<file path="config.mk">
export PLATFORM = sky130hd
export DESIGN_NAME = bus_ctrl_flat
export DESIGN_NICKNAME = d
export VERILOG_FILES = /design/src/rtl/bus_ctrl_if.sv /design/src/rtl/bus_ctrl.sv /design/src/flat_wrapper.sv
export SDC_FILE = /design/constraint.sdc
export NUM_CORES = 1
export LEC_CHECK = 0
export BUFFER_PORTS_ARGS = -buffer_cell sky130_fd_sc_hd__buf_2
export CORE_UTILIZATION = 50
export CTS_BUF_LIST = sky130_fd_sc_hd__clkbuf_8 sky130_fd_sc_hd__clkbuf_16
export DETAILED_ROUTE_END_ITERATION = 6
export PLACE_DENSITY = 0.8
export SYNTH_ARGS = -nofsm -noshare
export SYNTH_HDL_FRONTEND = slang
export SYNTH_SLANG_ARGS = --single-unit
</file>
<file path="constraint.sdc">
create_clock -name Clock -period 3.15 [get_ports Clock]
set_input_delay 0 -clock Clock [delete_from_list [all_inputs] [get_ports Clock]]
set_output_delay 0 -clock Clock [all_outputs]
set_load 0.01 [all_outputs]
</file>
<file path="src/rtl/bus_ctrl_if.sv">
// ----------------------------------------------------------------------------
// bus_ctrl_if
//   Processor-side request/response bus of the memory/IO controller.
//
//   Signals:
//     req    processor request, held high until ready
//     we     1 = write, 0 = read; valid with req
//     ADDR   16-bit word address, ADDR[15:12] selects the region
//     DOUT   write data from the processor
//     rdata  read data returned to the processor (its DIN)
//     ready  one-cycle completion pulse
//
//   Modports:
//     master  processor side (drives req/we/ADDR/DOUT)
//     slave   controller side (drives rdata/ready)
// ----------------------------------------------------------------------------
interface bus_ctrl_if;
   logic        req;
   logic        we;
   logic [15:0] ADDR;
   logic [15:0] DOUT;
   logic [15:0] rdata;
   logic        ready;

   modport master (output req, we, ADDR, DOUT, input  rdata, ready);
   modport slave  (input  req, we, ADDR, DOUT, output rdata, ready);
endinterface

</file>
<file path="src/rtl/bus_ctrl.sv">
// ----------------------------------------------------------------------------
// bus_ctrl
//   Memory/IO bus controller. Decodes ADDR[15:12] into on-chip synchronous
//   RAM, LED register, switch input port, HEX register and status register,
//   and completes every access with a one-cycle ready pulse so the processor
//   can tolerate the RAM's one-cycle read latency.
//
//   Ports:
//     Clock     system clock, all state on the rising edge
//     Resetn    synchronous active-low reset
//     bus       processor bus (req/we/ADDR/DOUT in, rdata/ready out)
//     mem_addr  RAM word address, ADDR[MEM_AW-1:0] (combinational)
//     mem_data  RAM write data, DOUT (combinational)
//     mem_wren  RAM write enable, only in the accept cycle of a RAM write
//     mem_q     RAM read data, valid one cycle after the address
//     sw_in     asynchronous switch inputs
//     led_out   LED register
//     hex_out   HEX display register
//     err       sticky bad-address flag, cleared by reading STATUS
// ----------------------------------------------------------------------------
module bus_ctrl #(
   parameter int MEM_AW = 8,
   parameter int SW_W   = 16
) (
   input  logic              Clock,
   input  logic              Resetn,
   bus_ctrl_if.slave         bus,
   output logic [MEM_AW-1:0] mem_addr,
   output logic [15:0]       mem_data,
   output logic              mem_wren,
   input  logic [15:0]       mem_q,
   input  logic [SW_W-1:0]   sw_in,
   output logic [15:0]       led_out,
   output logic [15:0]       hex_out,
   output logic              err
);

   typedef enum logic [1:0] {IDLE, RD_WAIT, RESP} state_t;

   localparam logic [3:0] REG_RAM    = 4'h0;
   localparam logic [3:0] REG_LED    = 4'h1;
   localparam logic [3:0] REG_SW     = 4'h2;
   localparam logic [3:0] REG_HEX    = 4'h3;
   localparam logic [3:0] REG_STATUS = 4'h4;

   state_t            state_q, state_d;
   logic [15:0]       rdata_q, rdata_d;
   logic [15:0]       led_q,   led_d;
   logic [15:0]       hex_q,   hex_d;
   logic              err_q,   err_d;
   logic [SW_W-1:0]   sw_meta_q, sw_sync_q;
   logic [15:0]       sw_ext;
   logic [3:0]        region;
   logic              unused_addr_bits;

   assign region = bus.ADDR[15:12];

   // The RAM region aliases, so the upper in-region address bits are unused.
   assign unused_addr_bits = ^bus.ADDR[11:MEM_AW];

   always_comb begin
      sw_ext              = '0;
      sw_ext[SW_W-1:0]    = sw_sync_q;
   end

   // NOTE: state registers use non-blocking assignments so every flop samples
   // the pre-edge values of the others; the reset here is synchronous.
   always_ff @(posedge Clock) begin
      if (!Resetn) begin
         state_q   <= IDLE;
         rdata_q   <= '0;
         led_q     <= '0;
         hex_q     <= '0;
         err_q     <= 1'b0;
         sw_meta_q <= '0;
         sw_sync_q <= '0;
      end else begin
         state_q   <= state_d;
         rdata_q   <= rdata_d;
         led_q     <= led_d;
         hex_q     <= hex_d;
         err_q     <= err_d;
         sw_meta_q <= sw_in;
         sw_sync_q <= sw_meta_q;
      end
   end

   always_comb begin
      // NOTE: every next-state value gets its hold default first, so no path
      // through the case statement can leave one unassigned (no latches).
      state_d = state_q;
      rdata_d = rdata_q;
      led_d   = led_q;
      hex_d   = hex_q;
      err_d   = err_q;

      unique case (state_q)
         IDLE: begin
            if (bus.req) begin
               state_d = RESP;
               if (bus.we) begin
                  // RAM writes happen through mem_wren; SW/STATUS ignore writes.
                  case (region)
                     REG_RAM, REG_SW, REG_STATUS: ;
                     REG_LED: led_d = bus.DOUT;
                     REG_HEX: hex_d = bus.DOUT;
                     default: err_d = 1'b1;
                  endcase
               end else begin
                  case (region)
                     REG_RAM:    state_d = RD_WAIT;
                     REG_LED:    rdata_d = led_q;
                     REG_SW:     rdata_d = sw_ext;
                     REG_HEX:    rdata_d = hex_q;
                     REG_STATUS: begin
                        rdata_d = {15'b0, err_q};
                        err_d   = 1'b0;
                     end
                     default: begin
                        rdata_d = '0;
                        err_d   = 1'b1;
                     end
                  endcase
               end
            end
         end
         RD_WAIT: begin
            rdata_d = mem_q;
            state_d = RESP;
         end
         RESP:    state_d = IDLE;
         default: state_d = IDLE;
      endcase
   end

   assign mem_addr  = bus.ADDR[MEM_AW-1:0];
   assign mem_data  = bus.DOUT;
   // Gated by Resetn so a reset cycle can never write the RAM.
   assign mem_wren  = Resetn & bus.req & bus.we & (state_q == IDLE) & (region == REG_RAM);

   assign bus.ready = Resetn & (state_q == RESP);
   assign bus.rdata = rdata_q;
   assign led_out   = led_q;
   assign hex_out   = hex_q;
   assign err       = err_q;

endmodule

</file>
<file path="src/flat_wrapper.sv">
// flat-port wrapper written by rule: the top's interface ports become plain ports
module bus_ctrl_flat 
#(
   parameter int MEM_AW = 8,
   parameter int SW_W   = 16
)
  (Clock, Resetn, mem_addr, mem_data, mem_wren, mem_q, sw_in, led_out, hex_out, err, bus_req, bus_we, bus_ADDR, bus_DOUT, bus_rdata, bus_ready);
  bus_ctrl_if bus_i ();
  input  logic Clock;
  input  logic Resetn;
  output logic [MEM_AW-1:0] mem_addr;
  output logic [15:0] mem_data;
  output logic mem_wren;
  input  logic [15:0] mem_q;
  input  logic [SW_W-1:0] sw_in;
  output logic [15:0] led_out;
  output logic [15:0] hex_out;
  output logic err;
  input wire logic [$bits(bus_i.req)-1:0] bus_req;
  input wire logic [$bits(bus_i.we)-1:0] bus_we;
  input wire logic [$bits(bus_i.ADDR)-1:0] bus_ADDR;
  input wire logic [$bits(bus_i.DOUT)-1:0] bus_DOUT;
  output wire logic [$bits(bus_i.rdata)-1:0] bus_rdata;
  output wire logic [$bits(bus_i.ready)-1:0] bus_ready;
  assign bus_i.req = bus_req;
  assign bus_i.we = bus_we;
  assign bus_i.ADDR = bus_ADDR;
  assign bus_i.DOUT = bus_DOUT;
  assign bus_rdata = bus_i.rdata;
  assign bus_ready = bus_i.ready;
  bus_ctrl #(.MEM_AW(MEM_AW), .SW_W(SW_W)) u_core (.Clock(Clock), .Resetn(Resetn), .bus(bus_i), .mem_addr(mem_addr), .mem_data(mem_data), .mem_wren(mem_wren), .mem_q(mem_q), .sw_in(sw_in), .led_out(led_out), .hex_out(hex_out), .err(err));
endmodule
</file>
Word-level counts from Yosys, hierarchy flattened:

Cells that the tools add are included.

* bits in registers: 83
* logic and storage cells: 43

* equality and inequality tests: 11
* mux-type cells: 11
* bitwise gates (word level): 5
* reductions and logical operators: 9

Operator list (number)
* $pmux W16 S5: 1
* $mux W16: 2
* $pmux W16 S2: 1
* $reduce_and A4 Y1: 4
* $eq A4 B2 Y1 const B: 2
* $ne A2 B2 Y1 const B: 4
* $mux W2: 3
* $and A1 B1 Y1: 5
* $reduce_or A5 Y1: 1
* $eq A4 B1 Y1 const B: 1
* $eq A4 B3 Y1 const B: 1
* $logic_not A4 Y1: 1
* $pmux W2 S2: 1
* $reduce_or A4 Y1: 1
* $eq A2 B1 Y1 const B: 1
* $eq A2 B2 Y1 const B: 1
* $logic_not A2 Y1: 1
* $mux W1: 2
* $ne A2 B1 Y1 const B: 1
* $pmux W1 S2: 1
* $reduce_bool A2 Y1: 1

Depth between registers and ports, before layout:

* depth after elaboration: 5
* mapped depth: 7

Least setup slack after synthesis:

Ideal clock, no wire load.

* path kind: register to register
* start: register u_core.state_q[1]
* end: register u_core.hex_q[10] (netlist: u_core.hex_out[10])
* setup time: 0.116 ns
* arrival time: 1.560 ns
* data required time: 3.034 ns
* slack: 1.474 ns
* stages on the path, launching flop included: 7
* clock period less this slack: 1.676 ns
* path through: dfxtp_1 -> buf_6 -> nand4bb_4 -> nor4_4 -> buf_8 -> mux2i_1 -> nor2b_1

* cells in the longest elaborated chain, start to end: 2

Ends and longest elaborated chain
* start: declaration: RTL line bus_ctrl.sv:46 `state_t state_q, state_d;`
* start signal: assignment: RTL line bus_ctrl.sv:78 `state_q <= state_d;`
* $logic_not A2 Y1: RTL line bus_ctrl.sv:97 `unique case (state_q)`
* $reduce_and A4 Y1 (no line)
* end signal: assignment: RTL line bus_ctrl.sv:73 `hex_q <= '0;`
* end signal: assignment: RTL line bus_ctrl.sv:81 `hex_q <= hex_d;`
* end: declaration: RTL line bus_ctrl.sv:49 `logic [15:0] hex_q, hex_d;`

Every way passes these cells.
A chain may end at the register's enable or synchronous reset.

Worst setup path in the final report:

* start: register u_core.state_q[0]
* end: register u_core.rdata_q[2] (netlist: u_core.bus.rdata[2])

* cells in the longest elaborated chain, start to end: 3

Ends and longest elaborated chain
* $logic_not A2 Y1 / $eq A2 B1 Y1 (equally long branches): RTL line bus_ctrl.sv:97
* $ne A2 B2 Y1 (no line) / $reduce_bool A2 Y1 (equally long branches)
* $reduce_and A4 Y1 (no line)
* end signal: assignment: RTL line bus_ctrl.sv:79 `rdata_q <= rdata_d;`
* end: declaration: RTL line bus_ctrl.sv:47 `logic [15:0] rdata_q, rdata_d;`

Several ways; a longest one is shown, not always the timed one.

==> results by group <==
Global route
  • GRT Util Overall: 22.6%
  • Vias in the first global route: 2588
  • Largest net degree at the start of global routing: 85
  • Total gr overflow: 0
  • Initial antenna violation count: 0
  • First-pass GRT wire length: 12800 um

Timing
  • Slew headroom: 24.9%
  • Max Fclk: 475 MHz
  • Final setup fails: 0
  • Ratio of final minimum period to clock period: 66.8%
  • Slew @ Worst Pin: 1130 ps
  • Fin. Hold Viols: 0
  • RSZ-0062 raised after global routing: no
  • Final min period: 2100 ps
  • Final Max Slew Viols: 0
  • Setup Skew: 9.72 ps
  • Setup_tns: 0 ps

Outcome
  • Status: completed

Routing
  • DR vias/cell: 5.00
  • Detail Route Antenna Nets: 0
  • Total Wirelength: 8400 um
  • DRT Pass-1 Iters: 4
  • Starting DRT DRC Count: 119
  • Vias post-DR: 2838
  • DRC Markers: 0
  • Routed wire per std cell: 14.8 um

Clocking
  • Clk slew on worst S/H paths: 80 ps
  • TritonCTS Sinks: 83
  • Hold-fix buffers at CTS: 33
  • Clock latency at the later pin of the worst-skew pair: 340 ps
  • CTS Root Cell: clkbuf_8
  • CTS H-tree lvls: 3
  • Post-CTS setup buffers: 0
  • Post-cts resize count: 0
  • Num CTS Buffers: 9
  • CTS tree: yes
  • Clock buffer depth: 2

Logic synthesis
  • Most used DFF post-synth: dfxtp_1
  • Ys async rst share: 0%
  • Synthesized area per cell: 10.4 sq um
  • Synth Area in Adders: 0%
  • Synthesized net count: 413
  • Mapped Cells: 345
  • Post-synthesis mux area share: 13.9%
  • #FFs+latches synth: 83
  • Main combinational cell family by area after synthesis: simple AND/OR/NAND/NOR gates
  • Post-synth EDFFs: 0
  • Xor/xnor share of the synthesized area: 0%
  • Yosys Warn Count: 0
  • Compound-gate portion of the synthesized area: 12.6%
  • Synthesized area: 0.00358 sq mm
  • Cell variety after synth: 34
  • Sequential fraction of the synthesis area: 46.4%
  • Post-Synth Simple-Gate Area: 18.2%

Cells and area
  • Post-layout util: 66.4%
  • Area delta synth->final: 27.4%
  • N_diodes: 0
  • Final net count: 535
  • Non-Filler Instances: 568
  • Most frequent cells in the layout: buf_2, dfxtp_1, nor2b_1, mux2i_1, dlygate4sd3_1
  • Most common cell after layout, fill and taps aside: buf_2
  • Filler cells: 554
  • Fraction of layout cells with a size suffix above 1: 35.0%

Die
  • Placement row count: 30
  • Die Ht: 86.6 um
  • Die footprint: 0.00750 sq mm
  • Die W: 86.6 um
  • Core ar.: 0.00687 sq mm
  • Io pins: 143
  • Initial Utilization: 52.1%

Pwr
  • LEAKAGE: 2.16 nW
  • Power per cell area: 446 mW/mm^2
  • VDD IR max: 0.219 mV

Critical path
  • CP arrival: 2340 ps
  • Critical Path Source Type: register
  • WP data required: 3390 ps
  • Cells on worst reg2reg path: 4
  • WS Path Type: register to register
  • Worst setup EP type: register
  • CP Max Fanout: 22

Placed design
  • Dpl hpwl: 5280 um
  • Placed Cells: 519
  • Port bufs: 122
  • GP Congestion: 0.796

Run
  • Maxcap violations: 0

Min path
  • Hold Path Depth: 0
  • Hold Crit Class: input pin to output pin
==> cell usage after synthesis, types with 10 or more instances <==
master / n / area [sq um]
mux2_2: 15 / 169
o211a_1: 12 / 120
nor2b_1: 33 / 206
buf_4: 25 / 188
clkbuf_1: 17 / 63.8
nand2_1: 15 / 56.3
and2_1: 32 / 200
a22oi_1: 15 / 113
dfxtp_1: 83 / 1660
mux2i_1: 33 / 330
a21oi_1: 10 / 50.1
o211ai_1: 13 / 97.6
==> layer usage <==
metal | share of wire (%) | wire, um | GRT usage (%) | up-vias
li1 | - | - | - | 1402
met1 | 46 | 3870 | 29.1 | 1324
met2 | 47 | 3970 | 36.6 | 102
met3 | 5.1 | 428 | 5.24 | 10
met4 | 1.5 | 128 | 9.24 | 0
met5 | 0 | 0 | 0 | -
==> metrics by stage <==
stage,worst slack [ps],hold WS (ps),instance area [sq um],power [mW]
6_report,1050,0.00444,4560,2.03
5_1_grt,864,0.0190,4560,2.11
4_1_cts,1050,0.0686,4560,2.04
3_5_place_dp,1070,0.0686,4050,1.33
3_3_place_gp,1110,0.0686,4050,1.32
2_1_floorplan,1470,78.5,3580,1.26
==> state kept, by name (all words and copies together), names as in the netlist <==
signal and cells:
u_core.bus.rdata 16, u_core.err 1, u_core.state_q 2, u_core.led_out 16
u_core.sw_ext 16, u_core.hex_out 16, u_core.sw_meta_q 16
==> power by group <==
group / internal, mW / total (mW) / switching, mW / leakage [nW]
clock: 0.324 / 0.696 / 0.372 / 0.0925
sequential: 1.09 / 1.10 / 0.0165 / 0.679
combinational: 0.123 / 0.234 / 0.111 / 1.39
==> layout make-up <==
class	instances	area [sq um]	share of cell area (%)
Timing Repair Buffer	160	978	21.5
Multi-Input combinational cell	211	1610	35.4
Clock buffer	11	151	3.32
Inverter	2	7.51	0.165
Clock inverter	5	28.8	0.631
Tap cell	96	120	2.63
Sequential cell	83	1660	36.4
==> final timing paths <==
kind,from,endpoint,slack [ps]
worst max-delay path,u_core.state_q[0]$_SDFFE_PN0N_,u_core.bus.rdata[2]$_SDFFE_PN0P_,1050
worst min-delay path,bus_ADDR[4],mem_addr[4],0.004
worst max register to register,u_core.state_q[0]$_SDFFE_PN0N_,u_core.bus.rdata[2]$_SDFFE_PN0P_,1050
worst min register to register,u_core.sw_meta_q[2]$_SDFF_PN0_,u_core.sw_ext[2]$_SDFF_PN0_,430
==> worst max-delay path: stages (launching register included) <==
cell and delay, ps:
dfxtp_1 780, nand2b_1 270, o211ai_1 550, o211ai_1 210, o211a_1 180
==> logic make-up after synthesis <==
kind of cell,Yosys count
and+or+nand+nor,103
DFF,83
AOI/OAI and AO/OA,60
buffers and inverters,51
muxes,48
(Power assumes the default switching activity.)
